[config.mk]
export PLATFORM = sky130hd
export DESIGN_NAME = intra_interp_sum
export DESIGN_NICKNAME = d
export VERILOG_FILES = /design/src/rtl/intra_interp_sum.sv
export SDC_FILE = /design/constraint.sdc
export NUM_CORES = 1
export LEC_CHECK = 0
export ABC_AREA = 1
export CORE_ASPECT_RATIO = 0.9
export CORE_UTILIZATION = 54
export CTS_CLUSTER_SIZE = 10
export DETAILED_ROUTE_END_ITERATION = 8
export PLACE_DENSITY = 0.82
export SYNTH_ARGS = -nofsm -noshare
export SYNTH_HDL_FRONTEND = slang
export SYNTH_SLANG_ARGS = --single-unit
export TNS_END_PERCENT = 50
[constraint.sdc]
create_clock -name clk -period 3.1 [get_ports clk]
set_input_delay 0.465 -clock clk [delete_from_list [all_inputs] [get_ports clk]]
set_output_delay 0.465 -clock clk [all_outputs]
set_load 0.01 [all_outputs]
[src/rtl/intra_interp_sum.sv]
// Two-stage 4-tap sum, VVC rounding (+32 >>> 6) and 8-bit clip with valid/ready
// handshake and an end-of-row marker every BLK_W output samples.
module intra_interp_sum #(
    parameter int BLK_W = 32,
    parameter int CNT_W = 6
) (
    input  logic               clk,
    input  logic               rst_n,
    input  logic               in_valid,
    output logic               in_ready,
    input  logic signed [15:0] in_p0,
    input  logic signed [15:0] in_p1,
    input  logic signed [15:0] in_p2,
    input  logic signed [15:0] in_p3,
    output logic               out_valid,
    input  logic               out_ready,
    output logic [7:0]         out_data,
    output logic               out_last,
    output logic               out_clip
);

    logic               s1_valid;
    logic signed [16:0] s01, s23;
    logic [CNT_W-1:0]   pos;
    logic               s2_adv, s1_adv;
    logic signed [18:0] t, r;
    logic [7:0]         clip_data;
    logic               clip_hit;

    assign s2_adv   = !out_valid || out_ready;
    assign s1_adv   = !s1_valid || s2_adv;
    assign in_ready = s1_adv;
    assign out_last = out_valid && (pos == CNT_W'(BLK_W - 1));

    // 19 bits: four full-scale products plus the rounding offset overflow 18.
    always_comb begin
        t         = {{2{s01[16]}}, s01} + {{2{s23[16]}}, s23} + 19'sd32;
        r         = t >>> 6;
        clip_data = r[7:0];
        clip_hit  = 1'b0;
        if (r < 19'sd0) begin
            clip_data = 8'd0;
            clip_hit  = 1'b1;
        end else if (r > 19'sd255) begin
            clip_data = 8'd255;
            clip_hit  = 1'b1;
        end
    end

    always_ff @(posedge clk) begin
        if (!rst_n) begin
            s1_valid  <= 1'b0;
            s01       <= '0;
            s23       <= '0;
            out_valid <= 1'b0;
            out_data  <= '0;
            out_clip  <= 1'b0;
            pos       <= '0;
        end else begin
            if (s1_adv) begin
                s1_valid <= in_valid;
                if (in_valid) begin
                    s01 <= {in_p0[15], in_p0} + {in_p1[15], in_p1};
                    s23 <= {in_p2[15], in_p2} + {in_p3[15], in_p3};
                end
            end
            if (s2_adv) begin
                out_valid <= s1_valid;
                if (s1_valid) begin
                    out_data <= clip_data;
                    out_clip <= clip_hit;
                end
            end
            if (out_valid && out_ready)
                pos <= out_last ? '0 : pos + 1'b1;
        end
    end

endmodule

==> flow_summary.html <==
<table>
<tr><th>Metric</th><th>Value</th></tr>
<tr><th colspan="2">Floorplan</th></tr>
<tr><td>Number of placed I/O pins</td><td>80</td></tr>
<tr><td>Horizontal extent of the die</td><td>98.0 µm</td></tr>
<tr><td>Starting density of the core</td><td>0.557</td></tr>
<tr><td>DIE AREA</td><td>0.00865 mm²</td></tr>
<tr><td>Total number of placement rows</td><td>31</td></tr>
<tr><td>Std-Cell Core Area</td><td>0.00803 mm²</td></tr>
<tr><td>Die boundary height</td><td>slightly below 90 µm</td></tr>
<tr><th colspan="2">Yosys</th></tr>
<tr><td>Post-synthesis mux area share</td><td>0</td></tr>
<tr><td>Synthesized-area fraction occupied by adder cells</td><td>0.191</td></tr>
<tr><td>Area fraction in and, or, nand and nor cells after synthesis</td><td>0.242</td></tr>
<tr><td>Area of the mapped netlist</td><td>0.00447 mm²</td></tr>
<tr><td>Gate count of the mapped netlist</td><td>666</td></tr>
<tr><td>Sequential-to-total area share from yosys stat</td><td>0.228</td></tr>
<tr><td>Proportion of register bits with asynchronous set or reset after synthesis</td><td>0</td></tr>
<tr><td>Synth Flop Type</td><td>sky130_fd_sc_hd__dfxtp_1</td></tr>
<tr><td>Count of flip-flops with a built-in enable after synthesis</td><td>0</td></tr>
<tr><td>Mean area per synthesized cell</td><td>6.72 µm²</td></tr>
<tr><td>Flip-flop and latch count after synthesis</td><td>51</td></tr>
<tr><td>Post-synthesis share of cell area spent on xor and xnor gates</td><td>0.0526</td></tr>
<tr><td>Area fraction in compound gates after synthesis</td><td>0.193</td></tr>
<tr><td>Largest family of logic cells by synthesized area</td><td>simple AND/OR/NAND/NOR gates</td></tr>
<tr><td>Library cells used by synthesis</td><td>38</td></tr>
<tr><td>Synthesized Nets</td><td>roughly 800</td></tr>
<tr><td>Warnings, synthesis</td><td>0</td></tr>
<tr><th colspan="2">Clock tree</th></tr>
<tr><td>CTS Hold Buffers Added</td><td>0</td></tr>
<tr><td>TritonCTS clock tree</td><td>yes</td></tr>
<tr><td>Clock sink count</td><td>51</td></tr>
<tr><td>Maximum clock path buffer count</td><td>2</td></tr>
<tr><td>Count of instances resized after the clock tree is built</td><td>0</td></tr>
<tr><td>Number of setup buffers added after CTS</td><td>0</td></tr>
<tr><td>Clock-pin slew on the worst setup and hold paths</td><td>~0.10 ns</td></tr>
<tr><td>Insertion delay of the later-clocked pin in the worst-skew pair</td><td>~0.32 ns</td></tr>
<tr><td>Number of levels in the clock H-tree</td><td>2</td></tr>
<tr><td>Clock buffer count from CTS</td><td>5</td></tr>
<tr><td>Clock root cell</td><td>sky130_fd_sc_hd__clkbuf_8</td></tr>
<tr><th colspan="2">Placement</th></tr>
<tr><td>DPL Wire Length</td><td>8.65 mm</td></tr>
<tr><td>Total cell area at the placement stage</td><td>about 0.0054 mm²</td></tr>
<tr><td>Number of buffers inserted by port buffering</td><td>79</td></tr>
<tr><td>Routability congestion estimate from global placement</td><td>0.967</td></tr>
<tr><td>Post-Place Worst Slack</td><td>0.240 ns</td></tr>
<tr><th colspan="2">Worst setup path</th></tr>
<tr><td>Stage delay of the slowest cell on the critical path</td><td>about 0.46 ns</td></tr>
<tr><td>Max FO, Critical Path</td><td>3</td></tr>
<tr><td>Setup crit start</td><td>in_p0[0]</td></tr>
<tr><td>Chain of cells forming the critical path</td><td>clkdlybuf4s50_1 &gt; ha_1 &gt; inv_1 &gt; fa_1 &gt; nand3b_1 &gt; nand2_1 &gt; inv_1 &gt; o21ai_0 &gt; inv_1 &gt; o21a_1 &gt; o21ai_0 &gt; nor2_1 &gt; o21ai_0 &gt; inv_1</td></tr>
<tr><td>FF-to-FF Start</td><td>s23[2]</td></tr>
<tr><td>Capture instance of the worst register-to-register path</td><td>out_data[6]</td></tr>
<tr><td>Type of destination of the critical path</td><td>register</td></tr>
<tr><td>Critical Path Start Type</td><td>primary input</td></tr>
<tr><td>Worst endpoint required time</td><td>around 3.3 ns</td></tr>
<tr><td>Cell family with most CP delay</td><td>compound AO/OA/AOI/OAI gates</td></tr>
<tr><td>Cell with the most instances on the worst path</td><td>sky130_fd_sc_hd__inv_1</td></tr>
<tr><td>Worst Path Class, Setup</td><td>primary input to register</td></tr>
<tr><td>Reg2reg path depth</td><td>15</td></tr>
<tr><td>Buffers and inverters on the worst path</td><td>5</td></tr>
<tr><td>Reg2reg setup slack</td><td>~0.57 ns</td></tr>
<tr><td>Critical Path AT</td><td>2.81 ns</td></tr>
<tr><td>Master of the slowest instance on the critical path</td><td>sky130_fd_sc_hd__clkdlybuf4s50_1</td></tr>
<tr><th colspan="2">Min path</th></tr>
<tr><td>Hold path start</td><td>out_data[4]</td></tr>
<tr><td>WHS Endpoint</td><td>out_data[4]</td></tr>
<tr><td>Tightest Hold Check Type</td><td>register to register</td></tr>
<tr><td>Number of cells on the worst hold path</td><td>2</td></tr>
<tr><th colspan="2">Timing</th></tr>
<tr><td>Tmin final</td><td>~2.6 ns</td></tr>
<tr><td>Max-Slew Margin vs Limit</td><td>0.627</td></tr>
<tr><td>Number of pins with negative max-slew slack in the final report</td><td>0</td></tr>
<tr><td>Post-route worst hold slack</td><td>0.468 ns</td></tr>
<tr><td>Maximum clock frequency</td><td>386 MHz</td></tr>
<tr><td>Part of the cycle the worst path needs</td><td>0.836</td></tr>
<tr><td>Max Clock Skew</td><td>around 0.0095 ns</td></tr>
<tr><td>Worst-Margin Slew</td><td>between 0.5 and 0.6 ns</td></tr>
<tr><td>Total count of hold-check failures in the final report</td><td>0</td></tr>
<tr><td>Post-layout worst setup margin</td><td>slightly above 0.5 ns</td></tr>
<tr><td>Setup TNS</td><td>0 ns</td></tr>
<tr><td># setup viols final</td><td>0</td></tr>
<tr><td>Unrepaired setup endpoints after global routing</td><td>false</td></tr>
<tr><th colspan="2">Detailed routing</th></tr>
<tr><td>Iteration-0 DRC count of the detailed router</td><td>232</td></tr>
<tr><td>Remaining routing DRC violations</td><td>0</td></tr>
<tr><td>DRT Pass-1 Iters</td><td>5</td></tr>
<tr><td>Number of vias per cell after detailed routing</td><td>5.33</td></tr>
<tr><td>Total detailed-routing wirelength</td><td>approximately 11 mm</td></tr>
<tr><td>DR WL/cell</td><td>12.5 µm</td></tr>
<tr><td>Post-route antenna net violation count</td><td>0</td></tr>
<tr><td>Via total after detailed routing</td><td>4513</td></tr>
<tr><th colspan="2">GRT</th></tr>
<tr><td>GR Util All Layers</td><td>0.256</td></tr>
<tr><td>Most used routing layer</td><td>met2</td></tr>
<tr><td>Fraction of met1 tracks used by global routing</td><td>0.336</td></tr>
<tr><td>Global route total overflow</td><td>0</td></tr>
<tr><td>First-pass GRT wire length</td><td>roughly 18 mm</td></tr>
<tr><td>Met3 GRT Util</td><td>0.0371</td></tr>
<tr><td>Number of global-route vias before repair</td><td>roughly 4000</td></tr>
<tr><td>Met2 usage</td><td>0.438</td></tr>
<tr><td>Number of antenna violations at the first check in global routing</td><td>0</td></tr>
<tr><td>Maximum number of pins on one net before global-route repair</td><td>29</td></tr>
<tr><th colspan="2">Layout</th></tr>
<tr><td>Layout net count</td><td>about 900</td></tr>
<tr><td>Layout area overhead</td><td>23.6%</td></tr>
<tr><td>Number of antenna diodes</td><td>0</td></tr>
<tr><td>Post-Route Utilization</td><td>0.689</td></tr>
<tr><td>Final std cell area, no fill</td><td>between 0.005 and 0.006 mm²</td></tr>
<tr><td>Number of filler instances in the final layout</td><td>693</td></tr>
<tr><td>Proportion of layout cells with a drive suffix above 1</td><td>0.0402</td></tr>
<tr><th colspan="2">Power and ir drop</th></tr>
<tr><td>Worst VDD drop</td><td>0.000253 V</td></tr>
<tr><td>Static power due to leakage</td><td>roughly 2.9 nW</td></tr>
<tr><td>Power per cell area</td><td>a little under 400 mW/mm²</td></tr>
<tr><th colspan="2">Flow run</th></tr>
<tr><td>Max-capacitance violation count</td><td>0</td></tr>
<tr><th colspan="2">Run status</th></tr>
<tr><td>Status</td><td>finished, final reports clean</td></tr>
</table>
-- layer usage --
metal	vias up	wire [µm]
met3	13	480
met1	2012	5110
met5	-	0
met2	119	4830
met4	0	178
li1	2369	-
-- worst max-delay path by stage --
stage / end / slack [ns] / cells after the start
finish: s01[12] / 0.51 / 14
global placement: s01[12] / 0.27 / 14
detailed placement: s01[12] / 0.24 / 14
floorplan: s01[12] / 0.87 / 13
global route: out_data[6] / 0.24 / 15
CTS: s01[12] / 0.56 / 14
-- cells by family (layout without fill, tap and decap cells) --
group,count (synthesis),count (layout)
AO/OA/AOI/OAI,148,148
adder cells (fa/ha/maj),67,67
AND/OR/NAND/NOR,264,264
XOR/XNOR,26,26
flip-flops,51,51
buffers and inverters,110,191
-- cell usage after synthesis, types with 3 or more instances --
library cell | n | area [µm²]
sky130_fd_sc_hd__nand2_1 | 149 | 559
sky130_fd_sc_hd__inv_1 | 96 | 360
sky130_fd_sc_hd__ha_1 | 65 | 813
sky130_fd_sc_hd__nor2_1 | 64 | 240
sky130_fd_sc_hd__a21oi_1 | 62 | 310
sky130_fd_sc_hd__dfxtp_1 | 51 | 1020
sky130_fd_sc_hd__o21ai_0 | 39 | 195
sky130_fd_sc_hd__nand3_1 | 30 | 150
sky130_fd_sc_hd__xor2_1 | 16 | 140
sky130_fd_sc_hd__o211ai_1 | 13 | 97.6
sky130_fd_sc_hd__xnor2_1 | 9 | 78.8
sky130_fd_sc_hd__a21o_1 | 7 | 52.6
sky130_fd_sc_hd__a31oi_1 | 7 | 43.8
sky130_fd_sc_hd__buf_1 | 6 | 22.5
sky130_fd_sc_hd__a21oi_2 | 5 | 43.8
sky130_fd_sc_hd__nor3_1 | 5 | 25.0
sky130_fd_sc_hd__clkbuf_1 | 4 | 15.0
sky130_fd_sc_hd__nand2_2 | 4 | 25.0
sky130_fd_sc_hd__inv_2 | 3 | 11.3
sky130_fd_sc_hd__nand4_1 | 3 | 18.8
sky130_fd_sc_hd__o21bai_1 | 3 | 22.5
-- worst reg2reg max path, delay by kind of cell (launching register included) --
family | cells | cell delay, ns
AOI/OAI and AO/OA | 2 | 0.32
adders and majority gates | 2 | 0.57
DFF | 1 | 0.42
and+or+nand+nor | 11 | 1.06
-- final cells by class --
class | instances | area, µm² | area share
Tap cell | 99 | 124 | 0.0224
Timing Repair Buffer | 83 | 833 | 0.151
Sequential cell | 51 | 1020 | 0.185
Multi-Input combinational cell | 505 | 3040 | 0.549
Clock inverter | 3 | 67.6 | 0.0122
Inverter | 100 | 380 | 0.0688
Clock buffer | 5 | 68.8 | 0.0124
-- cells in the final DEF (no fill, tap or decap), types with 3 or more instances in the layout --
cell | netlist | final
sky130_fd_sc_hd__nand2_1 | 149 | 149
sky130_fd_sc_hd__inv_1 | 96 | 96
sky130_fd_sc_hd__clkdlybuf4s50_1 | 0 | 79
sky130_fd_sc_hd__ha_1 | 65 | 65
sky130_fd_sc_hd__nor2_1 | 64 | 64
sky130_fd_sc_hd__a21oi_1 | 62 | 62
sky130_fd_sc_hd__dfxtp_1 | 51 | 51
sky130_fd_sc_hd__o21ai_0 | 39 | 39
sky130_fd_sc_hd__nand3_1 | 30 | 30
sky130_fd_sc_hd__xor2_1 | 16 | 16
sky130_fd_sc_hd__o211ai_1 | 13 | 13
sky130_fd_sc_hd__xnor2_1 | 9 | 9
sky130_fd_sc_hd__a21o_1 | 7 | 7
sky130_fd_sc_hd__a31oi_1 | 7 | 7
sky130_fd_sc_hd__nor3_1 | 5 | 5
sky130_fd_sc_hd__a21oi_2 | 5 | 5
sky130_fd_sc_hd__clkbuf_8 | 0 | 5
sky130_fd_sc_hd__nand2_2 | 4 | 4
sky130_fd_sc_hd__nand4_1 | 3 | 3
sky130_fd_sc_hd__inv_2 | 3 | 3
sky130_fd_sc_hd__o21bai_1 | 3 | 3
sky130_fd_sc_hd__buf_4 | 0 | 3
-- report_power, final --
group / internal (mW) / total (mW) / switching, mW / leakage, nW
logic: 0.365 / 0.831 / 0.466 / 2.37
clock network: 0.322 / 0.553 / 0.231 / 0.0644
registers: 0.712 / 0.750 / 0.0381 / 0.421
-- flip-flops by register name, indices dropped and copies added (netlist names) --
register / flops
out_data: 8
s23: 17
pos: 6
out_clip: 1
s01: 17
out_valid: 1
s1_valid: 1
-- stage by stage --
stage	cells	power, mW
6_report	846	2.13
5_1_grt	846	2.29
4_1_cts	846	2.14
3_5_place_dp	838	1.58
3_3_place_gp	838	1.57
2_1_floorplan	666	1.32
Power figures use the tool's default switching activity.
